## config.mk

```make
export PLATFORM = sky130hd
export DESIGN_NAME = cacheline_adapter
export DESIGN_NICKNAME = d
export VERILOG_FILES = /design/src/rtl/adapter_pkg.sv /design/src/rtl/line_buffer.sv /design/src/rtl/cacheline_adapter.sv
export SDC_FILE = /design/constraint.sdc
export NUM_CORES = 1
export LEC_CHECK = 0
export CAP_MARGIN = 20
export CORE_AREA = 2 2 276 278
export CTS_BUF_LIST = sky130_fd_sc_hd__clkbuf_4
export DETAILED_ROUTE_END_ITERATION = 10
export DIE_AREA = 0 0 278 280
export GPL_TIMING_DRIVEN = 0
export SYNTH_ARGS = -nofsm -noshare
export SYNTH_HDL_FRONTEND = slang
export SYNTH_SLANG_ARGS = --single-unit
```

## constraint.sdc

```tcl
create_clock -name clk -period 2.45 [get_ports clk]
set_input_delay 0.3675 -clock clk [delete_from_list [all_inputs] [get_ports clk]]
set_output_delay 0.3675 -clock clk [all_outputs]
set_load 0.01 [all_outputs]
```

## src/rtl/adapter_pkg.sv

```systemverilog
// Shared widths, state encoding and data types for the cacheline burst adapter.
package adapter_pkg;

    localparam int unsigned LINE_W = 256;
    localparam int unsigned BEAT_W = 64;
    localparam int unsigned BEATS  = LINE_W / BEAT_W;

    typedef enum logic [1:0] {
        IDLE,
        RD_BURST,
        WR_BURST,
        DONE
    } adapter_state_t;

    typedef logic [LINE_W-1:0] line_t;
    typedef logic [BEAT_W-1:0] beat_t;

endpackage

```

## src/rtl/line_buffer.sv

```systemverilog
// Cacheline holding register: whole-line load, per-beat load and per-beat read-out.
module line_buffer #(
    parameter int unsigned LINE_W = adapter_pkg::LINE_W,
    parameter int unsigned BEAT_W = adapter_pkg::BEAT_W,
    parameter int unsigned IDX_W  = 2
) (
    input  logic              clk,
    input  logic              rst,
    input  logic              load_line,
    input  logic [LINE_W-1:0] line_in,
    input  logic              load_beat,
    input  logic [IDX_W-1:0]  wr_idx,
    input  logic [BEAT_W-1:0] beat_in,
    input  logic [IDX_W-1:0]  rd_idx,
    output logic [BEAT_W-1:0] beat_out,
    output logic [LINE_W-1:0] line_out
);

    logic [LINE_W-1:0] line_q, line_d;

    always_comb begin
        line_d = line_q;
        if (load_line) begin
            line_d = line_in;
        end else if (load_beat) begin
            line_d[wr_idx*BEAT_W +: BEAT_W] = beat_in;
        end
    end

    always_ff @(posedge clk) begin
        if (rst) begin
            line_q <= '0;
        end else begin
            line_q <= line_d;
        end
    end

    assign beat_out = line_q[rd_idx*BEAT_W +: BEAT_W];
    assign line_out = line_q;

endmodule

```

## src/rtl/cacheline_adapter.sv

```systemverilog
// Converts single cacheline read/write requests into 4-beat bursts on the memory bus and
// returns assembled read lines with a one-cycle pmem_resp.
module cacheline_adapter #(
    parameter int unsigned LINE_W = adapter_pkg::LINE_W,
    parameter int unsigned BEAT_W = adapter_pkg::BEAT_W,
    parameter int unsigned ADDR_W = 32
) (
    input  logic              clk,
    input  logic              rst,
    input  logic [ADDR_W-1:0] pmem_address,
    input  logic              pmem_read,
    input  logic              pmem_write,
    input  logic [LINE_W-1:0] pmem_wdata,
    output logic [LINE_W-1:0] pmem_rdata,
    output logic              pmem_resp,
    output logic [ADDR_W-1:0] mem_address,
    output logic              mem_read,
    output logic              mem_write,
    output logic [BEAT_W-1:0] mem_wdata,
    input  logic [BEAT_W-1:0] mem_rdata,
    input  logic              mem_resp
);

    import adapter_pkg::*;

    localparam int unsigned NUM_BEATS = LINE_W / BEAT_W;
    localparam int unsigned IDX_W     = (NUM_BEATS > 1) ? $clog2(NUM_BEATS) : 1;
    localparam int unsigned OFF_W     = $clog2(LINE_W / 8);
    localparam logic [IDX_W-1:0] LAST_IDX = IDX_W'(NUM_BEATS - 1);

    adapter_state_t    state_q, state_d;
    logic [IDX_W-1:0]  cnt_q, cnt_d;
    logic [ADDR_W-1:0] addr_q, addr_d;
    logic [LINE_W-1:0] rdata_q, rdata_d;

    logic              load_line;
    logic              load_beat;
    logic [LINE_W-1:0] buf_line;
    logic [BEAT_W-1:0] buf_beat;
    logic              last_beat;
    logic              unused_offset_bits;

    // Byte offset within the line never reaches the memory bus.
    assign unused_offset_bits = ^pmem_address[OFF_W-1:0];

    assign last_beat = mem_resp && (cnt_q == LAST_IDX);

    always_comb begin
        state_d   = state_q;
        cnt_d     = cnt_q;
        addr_d    = addr_q;
        rdata_d   = rdata_q;
        load_line = 1'b0;
        load_beat = 1'b0;

        unique case (state_q)
            IDLE: begin
                if (pmem_read || pmem_write) begin
                    addr_d = {pmem_address[ADDR_W-1:OFF_W], {OFF_W{1'b0}}};
                    cnt_d  = '0;
                    if (pmem_read) begin
                        state_d = RD_BURST;
                    end else begin
                        state_d   = WR_BURST;
                        load_line = 1'b1;
                    end
                end
            end
            RD_BURST: begin
                if (mem_resp) begin
                    load_beat = 1'b1;
                    cnt_d     = cnt_q + IDX_W'(1);
                end
                if (last_beat) begin
                    // Final beat bypasses the buffer so the line is complete in DONE.
                    rdata_d                      = buf_line;
                    rdata_d[LINE_W-1 -: BEAT_W]  = mem_rdata;
                    state_d                      = DONE;
                end
            end
            WR_BURST: begin
                if (mem_resp) begin
                    cnt_d = cnt_q + IDX_W'(1);
                end
                if (last_beat) begin
                    state_d = DONE;
                end
            end
            DONE: begin
                state_d = IDLE;
                cnt_d   = '0;
            end
            default: begin
                state_d = IDLE;
            end
        endcase
    end

    always_ff @(posedge clk) begin
        if (rst) begin
            state_q <= IDLE;
            cnt_q   <= '0;
            addr_q  <= '0;
            rdata_q <= '0;
        end else begin
            state_q <= state_d;
            cnt_q   <= cnt_d;
            addr_q  <= addr_d;
            rdata_q <= rdata_d;
        end
    end

    line_buffer #(
        .LINE_W (LINE_W),
        .BEAT_W (BEAT_W),
        .IDX_W  (IDX_W)
    ) u_line_buffer (
        .clk       (clk),
        .rst       (rst),
        .load_line (load_line),
        .line_in   (pmem_wdata),
        .load_beat (load_beat),
        .wr_idx    (cnt_q),
        .beat_in   (mem_rdata),
        .rd_idx    (cnt_q),
        .beat_out  (buf_beat),
        .line_out  (buf_line)
    );

    assign pmem_resp   = (state_q == DONE);
    assign pmem_rdata  = rdata_q;
    assign mem_read    = (state_q == RD_BURST);
    assign mem_write   = (state_q == WR_BURST);
    assign mem_address = addr_q;
    assign mem_wdata   = mem_write ? buf_beat : '0;

endmodule

```

==> impl_metrics.ini <==
[setup_path]
crit_arrival_ps = 2760
start_kind = register
path_class = reg -> out
cp.required_ps = 2080
cp-end-kind = output port
crit_path_max_fanout = 6

[timing]
setup_ws_ps = -677
fin_tns_setup_ps = -41700
finalSetupViolations = 241
tightestPinTransition_ps = 1070
hold_viol_final = 0
rsz0062_at_grt = true
finalClockSkew_ps = 69.1
period_needed_ps = 3130
slew_violations = 0
fmaxAchievable_mhz = 320
maxSlewHeadroom_pct = 28.6
timing.final.crit_share_pct = 128

[power_and_ir_drop]
p_per_area_nw_per_um2 = 766
vdd_drop_max_mv = 0.404
p_sw_share_pct = 33.2
total_power_mw = 29.0
seq_power_share_pct = 36.7
p_leak_nw = 13.7
netSwitchingPower_mw = 9.61
power_frac_clock_pct = 31.5
combPwrFrac_pct = 31.8
internal-power_mw = 19.4

[yosys]
ys_top_cells_by_area = dfxtp_1 48%, nand2_1 11%, mux4_2 6.3%
ys_warn_count = 0
synth_seq_cells = 543
avgSynthCellArea_um2 = 8.78
yosysTopAreaCell = dfxtp_1
syn_area_um2 = 22900
ys_seq_area_share_pct = 47.5
synthCells = 2605
yosysUniqueCellTypes = 39
yosysTopAreaCellShare_pct = 47.5

[floorplanning]
die_w_um = 278
core-area_um2 = 75200
dieHeight_um = 280
initial_utilization_pct = 30.4
die_area_um2 = 77800
num_rows = 101
ios = 712

[drt]
drt_pre_antenna_iters = 5
via_per_inst = 5.29
drc_errors = 0
drt-wirelength-per-cell_um = 25.1
vias = 25900
first_iter_violations = 2121
ant_nets = 0
drt_wl_total_um = 123000

[clocking]
clk_latency_ps = 1050
clock_sinks = 543
h-tree-depth = 4
cts_buffer_depth = 3
tritoncts = yes
cts_inserted_buffers = 155
clkSlewWorstSetupHoldPaths_ps = 60
root_buffer = clkbuf_4

[status]
violations = negative setup slack
status = finished with violations

[cells_and_area]
drive_gt1_share_pct = 19.2
nFillCells = 7156
seq_area_um2 = 10900
multiInputGateArea_um2 = 11300
post-route-cell-area_um2 = 37800
nets = 4159
area_growth_pct = 65.4

[global_routing]
grt_max_degree = 17
antenna_found_initial = 13
grt_pass1_vias = 25200
grt_pass1_wl_um = 172000
grt_overflow = 0
grt_use_total_pct = 30.1

[placed_design]
io_buffers = 699
postPlaceCellArea_um2 = 31300
gp_congestion = 0.899
dp_hpwl_um = 88800

[worst_hold_path]
hold_path.class = in -> reg

[run]
drv_cap = 0
## through the flow
stage                     hold WS (ps)  utilization [%]  cells  setup slack (ps)
after global placement             441             41.4   4286             -1800
after global routing              2.97             50.3   4902              -799
after floorplan                    442                -   2609              16.1
final                             61.3             50.3   4905              -677
after detailed placement           446             41.7   4297             -1230
after CTS                        0.318             48.6   4850              -870
## routing by layer
layer  GRT usage (%)  vias to the layer above  part of all wire [%]
met3            7.36                      254                   8.2
met1            36.9                    12600                    40
met4            12.2                       10                   3.7
li1                -                    11800                     -
met2            50.7                     1314                    48
met5               0                        -                 0.046
## cell usage after synthesis, drive strengths merged
cell	number
a311oi	131
nand4bb	1
nor4	2
a21oi	287
nor3b	1
o2111ai	1
conb	1
clkbuf	161
nor2	1
or2	2
nand2b	1
ha	10
a21boi	1
nor2b	1
nand3	129
dfxtp	543
and2	192
inv	4
nand2	696
o21ai	4
nor4bb	3
and3b	1
a21bo	1
o21a	1
nor3	128
nand4	2
or3b	1
buf	102
nand4b	1
and3	3
mux4	64
a221o	128
nand3b	1
## worst max-delay path, stage by stage (launching register included)
cell and delay [ps]:
dfxtp_2 330, buf_6 130, buf_12 150, buf_12 130, buf_12 120, buf_6 100, mux4_2 490, and2_4 190
buf_6 120
## state kept, by name, summed over array words and instances (netlist names)
register                flops
state_q                     2
pmem_rdata                256
mem_address                27
u_line_buffer.line_out    256
cnt_q                       2
## cell usage in the layout (no fill, tap or decap), drive strengths merged, types with 3 or more instances in the layout
cell type and n:
bufinv 3, inv 9, nand3 129, and2 192
and3 3, a21oi 287, clkdlybuf4s50 632, conb 5
ha 10, a221o 128, dlygate4sd3 246, mux4 64
clkinv 25, o21ai 4, a311oi 131, nor4bb 3
nand2 696, clkbuf 434, buf 214, nor3 128
diode 11, dlygate4sd2 4, dfxtp 543, clkinvlp 4
## power by group through the flow
stage / registers, mW / logic (mW) / clock network, mW
6_report: 10.6 / 9.22 / 9.12
4_1_cts: 10.6 / 7.53 / 9.25
5_1_grt: 10.7 / 9.74 / 9.72
3_3_place_gp: 10.8 / 6.43 / 0
2_1_floorplan: 10.4 / 3.71 / 0
3_5_place_dp: 10.8 / 6.56 / 0
## cell type report
class / instances / share of cell area, %
clock inverters: 37 / 0.669
inverters: 4 / 0.0596
well taps: 978 / 3.24
diodes: 11 / 0.0728
multi-input cells: 1799 / 29.8
flip-flops and latches: 543 / 28.8
repair buffers: 1030 / 27.9
clock buffers: 244 / 4.85
plain buffers: 259 / 4.66
## repair_timing
item	in CTS	in global routing
hold buffers	246	0
setup buffers	27	33
endpoints found under the hold margin	249	0
gates resized for setup	354	300
pin swaps	13	39
endpoints found under the setup margin	580	589
cloned	3	13
## final timing paths
kind | from | endpoint | slack [ps] | cells after the start
hold reg to reg | u_line_buffer.line_out[114] | pmem_rdata[114] | 430 | 2
hold / removal | pmem_address[23] | mem_address[23] | 60 | 3
setup reg to reg | cnt_q[0] | u_line_buffer.line_out[20] | -160 | 14
setup / recovery | cnt_q[0] | mem_wdata[53] | -680 | 8
## cell families after synthesis
group                      count (synthesis)  share of synthesized area [%]
adders and majority gates                 10                          0.547
AOI/OAI and AO/OA                        554                           17.2
other                                      1                         0.0164
DFF                                      543                           47.5
muxes                                     64                           6.30
buffers and inverters                    267                           5.27
and+or+nand+nor                         1166                           23.1
(Power assumes the default switching activity.)
